**src/rtl/instruction_fetch_unit.sv**
```systemverilog
// IF stage: PC register, instruction-memory address and IF/ID pipeline register; fetch latency 1 edge.
// Stall freezes the PC and IF/ID, Flush/redirect insert a bubble, and InstructionCount tallies valid IF/ID loads.
module instruction_fetch_unit #(
  parameter logic [31:0] ResetVector = 32'h0000_0000
) (
  input  logic        Clock,
  input  logic        Reset,
  input  logic        Stall,
  input  logic        Flush,
  input  logic        BranchTaken,
  input  logic [31:0] BranchOffset,
  input  logic        Jump,
  input  logic [25:0] JumpField,
  output logic [31:0] InstructionAddress,
  input  logic [31:0] InstructionWord,
  output logic [31:0] FetchedInstruction,
  output logic [31:0] FetchedPCPlus4,
  output logic [5:0]  OperationCode,
  output logic        FetchedValid,
  output logic [31:0] InstructionCount
);

  logic [31:0] r_pc;
  logic [31:0] r_ifid_instr;
  logic [31:0] r_ifid_pc4;
  logic        r_ifid_vld;
  logic [31:0] r_count;

  logic [31:0] w_pc_plus4;
  logic [31:0] w_jump_target;
  logic [31:0] w_branch_sum;
  logic [31:0] w_branch_target;
  logic [31:0] w_pc_next;
  logic        w_redirect;
  logic        w_unused;

  assign w_pc_plus4      = r_pc + 32'd4;
  assign w_jump_target   = {r_ifid_pc4[31:28], JumpField, 2'b00};
  assign w_branch_sum    = r_ifid_pc4 + (BranchOffset << 2);
  assign w_branch_target = {w_branch_sum[31:2], 2'b00};
  assign w_redirect      = Jump | BranchTaken;
  assign w_unused        = &{1'b0, w_branch_sum[1:0]};

  // Jump outranks BranchTaken; both are ignored while stalled so ID re-presents them later.
  always_comb begin
    w_pc_next = w_pc_plus4;
    if (Stall)
      w_pc_next = r_pc;
    else if (Jump)
      w_pc_next = w_jump_target;
    else if (BranchTaken)
      w_pc_next = w_branch_target;
  end

  always_ff @(posedge Clock) begin
    if (Reset)
      r_pc <= ResetVector;
    else
      r_pc <= w_pc_next;
  end

  // Flush wins over Stall so a held bad instruction can still be squashed.
  always_ff @(posedge Clock) begin
    if (Reset || Flush || (!Stall && w_redirect)) begin
      r_ifid_instr <= 32'h0000_0000;
      r_ifid_pc4   <= 32'h0000_0000;
      r_ifid_vld   <= 1'b0;
    end else if (!Stall) begin
      r_ifid_instr <= InstructionWord;
      r_ifid_pc4   <= w_pc_plus4;
      r_ifid_vld   <= 1'b1;
    end
  end

  always_ff @(posedge Clock) begin
    if (Reset)
      r_count <= 32'd0;
    else if (!Flush && !Stall && !w_redirect)
      r_count <= r_count + 32'd1;
  end

  assign InstructionAddress = r_pc;
  assign FetchedInstruction = r_ifid_instr;
  assign FetchedPCPlus4     = r_ifid_pc4;
  assign OperationCode      = r_ifid_instr[31:26];
  assign FetchedValid       = r_ifid_vld;
  assign InstructionCount   = r_count;

endmodule

```
**config.mk**
```make
export PLATFORM = sky130hd
export DESIGN_NAME = instruction_fetch_unit
export DESIGN_NICKNAME = d
export VERILOG_FILES = /design/src/rtl/instruction_fetch_unit.sv
export SDC_FILE = /design/constraint.sdc
export NUM_CORES = 1
export LEC_CHECK = 0
export ABC_CLOCK_PERIOD_IN_PS = 3400
export CAP_MARGIN = 40
export CELL_PAD_IN_SITES_DETAIL_PLACEMENT = 0
export CELL_PAD_IN_SITES_GLOBAL_PLACEMENT = 1
export CORE_ASPECT_RATIO = 1.25
export CORE_MARGIN = 3
export CORE_UTILIZATION = 25
export DETAILED_ROUTE_END_ITERATION = 8
export GPL_TIMING_DRIVEN = 0
export PLACE_DENSITY = 0.7
export SLEW_MARGIN = 20
export SYNTH_ARGS = -nofsm -noshare
export SYNTH_HDL_FRONTEND = slang
export SYNTH_SLANG_ARGS = --single-unit
```
**constraint.sdc**
```tcl
create_clock -name Clock -period 3.4 [get_ports Clock]
set_input_delay 0.34 -clock Clock [delete_from_list [all_inputs] [get_ports Clock]]
set_output_delay 0.34 -clock Clock [all_outputs]
set_load 0.02 [all_outputs]
```
# Yosys cells after proc, flatten, opt, wreduce, memory -nomap -nowiden
# Cells that the tools add are included.
[totals]
register_bits = 129
input_bits = 96
output_inout_bits = 135
elab_cells = 19
[op_classes]
add_sub_neg = 3
muxes = 2
bitwise = 1
n_reduce_logical = 8
[ops]
columns = ["op", "n"]
rows = [
  ["$mux 32", 2],
  ["$add 32x1->32 const B", 1],
  ["$add 32x3->32 const B", 1],
  ["$add 32x32->32", 1],
  ["$logic_and 1x1->1", 3],
  ["$logic_not 1->1", 3],
  ["$logic_or 1x1->1", 2],
  ["$or 1x1->1", 1],
]

# Longest topological paths before layout
[logic_depth]
word_depth = 3
ltp_mapped = 10
ltp_nobuf = 10

# Worst setup path after synthesis
# OpenSTA, ideal clock, no wires.
[synth_timing]
path_kind = "register to register"
start = "register r_ifid_pc4[16] (netlist: FetchedPCPlus4[16])"
end = "register r_pc[27] (netlist: InstructionAddress[27])"
setup_ps = 92
arrival_ps = 2449
t_required_ps = 3308
setup_slack_ps = 859
stages_incl_launch_ff = 11
n_path_buf = 1
synth_period_minus_slack_ps = 2541
cell_sequence = "dfxtp_1 ha_1 clkbuf_1 nand3_1 nor3_1 o2111ai_1 a21oi_1 a31oi_1 or2_2 a41o_1 o32ai_1"
[synth_between]
elab_chain_len = 3
[synth_lines]
columns = ["element", "line", "rtl"]
rows = [
  ["from (decl)", "25", "logic [31:0] r_ifid_pc4;"],
  ["from (signal assigned)", "70", "r_ifid_pc4 <= w_pc_plus4;"],
  ["$add 32x32->32", "39", "assign w_branch_sum = r_ifid_pc4 + (BranchOffset << 2);"],
  ["$mux 32", "51", "else if (BranchTaken)"],
  ["$mux 32", "49", "else if (Jump)"],
  ["to (signal assigned)", "57", "r_pc <= ResetVector;"],
  ["to (signal assigned)", "59", "r_pc <= w_pc_next;"],
  ["to (decl)", "23", "logic [31:0] r_pc;"],
]
# Every way passes these cells.
# A chain may end at the register's enable or synchronous reset.

# Final worst setup path
# Same ends and word-level chain as after synthesis.

==> results by group <==
CTS
  – Post-CTS Setup Inserts: 0
  – H-tree levels: 4
  – Worst-Skew Late Latency: 0.43 ns
  – Clock Path Buffers: 2
  – Reg clk slew, reported paths: 0.07 ns
  – Hold_buf cts: 0
  – Resize count post-CTS: 0
  – CTS sink cnt: 125
  – CTS tree: yes
  – CTS Root Cell: clkbuf_16
  – CTS Buf Count: 17

Placed design
  – GPL Wtd Cong: 0.8249
  – DP Cell Count: 1532
  – Worst slack, placed: -0.1316 ns
  – IO Port Bufs: 222
  – Hpwl dp: 21.91 mm

Route
  – Vias: 7509
  – Routed Antenna Nets: 0
  – WL per Instance: 18.10 um
  – First-pass iteration count of the detailed router: 5
  – Drt drc: 0
  – Vias per cell: 4.798
  – Post-Route WL: 28.33 mm
  – DRT iter0 DRCs: 305

Layout
  – # fillers: 3051
  – Non-Filler Instances: 1565
  – Most common cell after layout, fill and taps aside: clkdlybuf4s50_1
  – Most frequent cells in the layout: 222 x clkdlybuf4s50_1, 171 x nor2_1, 125 x dfxtp_1
  – Area Growth Syn to Fin: 44.80%
  – Multi-input gate area: 4466 sq um
  – FF+latch area: 2502 sq um
  – Share of layout cells above drive strength 1: 6.133%
  – # nets final: 1289

Pwr
  – Power, Total: 4006 uW
  – Leakage: 0.004094 uW
  – Maximum vdd drop: 0.2949 mV
  – Pwr dens: 375.1 nW/um^2

Timing
  – Clock skew: 0.01241 ns
  – Final Critical Period: 3.133 ns
  – Final hold vios: 0
  – Total negative slack: 0 ns
  – Fmax: 319.1 MHz
  – Slew Limit Fails: 0
  – Tightest Pin Transition: 0.8769 ns
  – Relative slew slack: 41.32%
  – Crit share post-route: 92.16%
  – Final setup margin: 0.2666 ns
  – Final setup viols: 0
  – RSZ-0062 raised after global routing: false

Critical path
  – CP Capture Type: flop
  – Crit path DAT: 3.46 ns
  – Sum of buffers and inverters on the critical path: 1
  – Worst-path maximum fanout: 7
  – Critical path type: flop to flop
  – CP max stage cell: or2_2
  – Crit-path leading delay family: compound AO/OA/AOI/OAI gates
  – CP max stage delay: 0.36 ns
  – CP Launch Type: flop
  – Reg2reg start: FetchedPCPlus4[16]$_SDFFE_PP0N_
  – Critical Path RT: 3.73 ns
  – Crit. Startpoint: FetchedPCPlus4[16]$_SDFFE_PP0N_
  – Critical-path cell list: ha_1 > clkbuf_1 > nand3_1 > nor3_1 > o2111ai_1 > a21oi_1 > a31oi_1 > or2_2 > a41o_1 > o32ai_1

Die
  – Starting Density: 25.66%
  – Die Area: 31610 sq um
  – Chip Height: 198.0 um
  – Core area: 28750 sq um
  – Die Width: 159.6 um
  – Ports: 231
  – Site Rows: 69

Logic synthesis
  – EDFF count, synth: 0
  – Synth cell types: 73
  – Synth Flop Type: dfxtp_1
  – Synth async-reset ratio: 0%
  – Cell count after synthesis: 916
  – Synthesized area per cell: 8.052 sq um
  – Mapped Area: 7376 sq um
  – Ys Warns: 0
  – Yosys reg bits: 125
  – Sequential fraction of the synthesis area: 33.93%

Job
  – Max Cap Viol: 0

Global routing
  – Vias in the first global route: 7591
  – Largest net degree at the start of global routing: 17
  – GRT Overall Usage: 17.62%
  – First-pass GRT wire length: 43.36 mm
  – Initial antenna violation count: 4
  – Grt ovf: 0

Worst hold path
  – Hold_sp: FetchedValid$_SDFFE_PP0N_
  – Min-delay worst type: flop to flop

Status
  – Status: finished, final reports clean
[final cells by class]
cell class	count	share of cell area, %
multi-input combinational	719	41.81
antenna	1	0.02343
tap	390	4.569
clock buffer	19	4.147
sequential	125	23.43
buffer	54	3.222
clock inverter	13	1.113
inverter	21	0.7381
timing repair buffer	223	20.95
[worst register-to-register path: stages, from the launching register on]
cell	delay (ns)
dfxtp_1	0.33
ha_1	0.27
clkbuf_1	0.28
nand3_1	0.15
nor3_1	0.28
o2111ai_1	0.31
a21oi_1	0.35
a31oi_1	0.24
or2_2	0.36
a41o_1	0.24
o32ai_1	0.24
[per-stage QoR]
stage	utilization [%]	hold slack [ns]	instance area, sq um
2_1_floorplan	-	0.4839	7387
3_3_place_gp	35.12	0.4371	10100
3_5_place_dp	35.19	0.4468	10120
4_1_cts	37.14	0.4589	10680
5_1_grt	37.14	0.4982	10680
6_report	37.15	0.4609	10680
[registers in the layout, summed over array words and instances (netlist names)]
signal,flops
FetchedInstruction,32
InstructionCount,32
InstructionAddress,30
FetchedPCPlus4,30
FetchedValid,1
[path summary, 6_finish.rpt]
path                                                       endpoint  slack [ns]  cells after the start
worst max-delay path            InstructionAddress[27]$_SDFFE_PP0N_        0.27                     10
worst min register to register            FetchedValid$_SDFFE_PP0N_        0.46                      2
worst min-delay path                      FetchedValid$_SDFFE_PP0N_        0.46                      2
worst max register to register  InstructionAddress[27]$_SDFFE_PP0N_        0.27                     10
[logic make-up after synthesis]
logic type | Yosys count | share of synthesized area (%)
xor gates and xnor gates | 72 | 8.550
and+or+nand+nor | 359 | 22.78
other | 1 | 0.05084
DFF | 125 | 33.93
buffers and inverters | 75 | 5.734
AOI/OAI and AO/OA | 209 | 17.59
muxes | 43 | 5.835
adders and majority gates | 32 | 5.530
[cells in the mapped netlist, types with 3 or more instances]
cell type  number  area, sq um
nor2_1        171        641.9
dfxtp_1       125         2502
a21oi_1        83        415.4
nand2_1        65        244.0
mux2i_1        43        430.4
xnor2_1        40        350.3
o21ai_0        36        180.2
xor2_1         32        280.3
ha_1           31        387.9
clkbuf_1       29        108.9
nand3_1        26        130.1
inv_1          19        71.32
nand4_1        16        100.1
nor3_1         16        80.08
a21o_1         14        105.1
a211oi_1       11        82.58
or3_1          11        68.82
and3_1         10        62.56
buf_4          10        75.07
a31oi_1         8        50.05
a22oi_1         7        52.55
and2_1          7        43.79
a221oi_1        6        52.55
nor2b_1         6        37.54
or2_2           6        37.54
clkbuf_8        5        68.82
o211ai_1        5        37.54
o22ai_1         5        31.28
a211o_1         4        35.03
and4_1          4        35.03
o31ai_1         4        30.03
a22o_1          3        26.28
buf_1           3        11.26
buf_2           3        15.01
nor3b_1         3        22.52
o32ai_1         3        26.28
[layer usage]
metal  wire length (um)  up-vias  global-route usage [%]
met5                 52        -                       0
met3               2051       58                   5.754
li1                   -     3714                       -
met2              13940      250                   31.34
met1              11370     3481                   19.41
met4                920        6                   7.136
[power by group]
group,internal (uW),switching (uW),total (uW)
combinational,318,349,666
sequential,1510,55.5,1560
clock,1030,752,1780
total,2850,1160,4010
(Power assumes the default switching activity.)
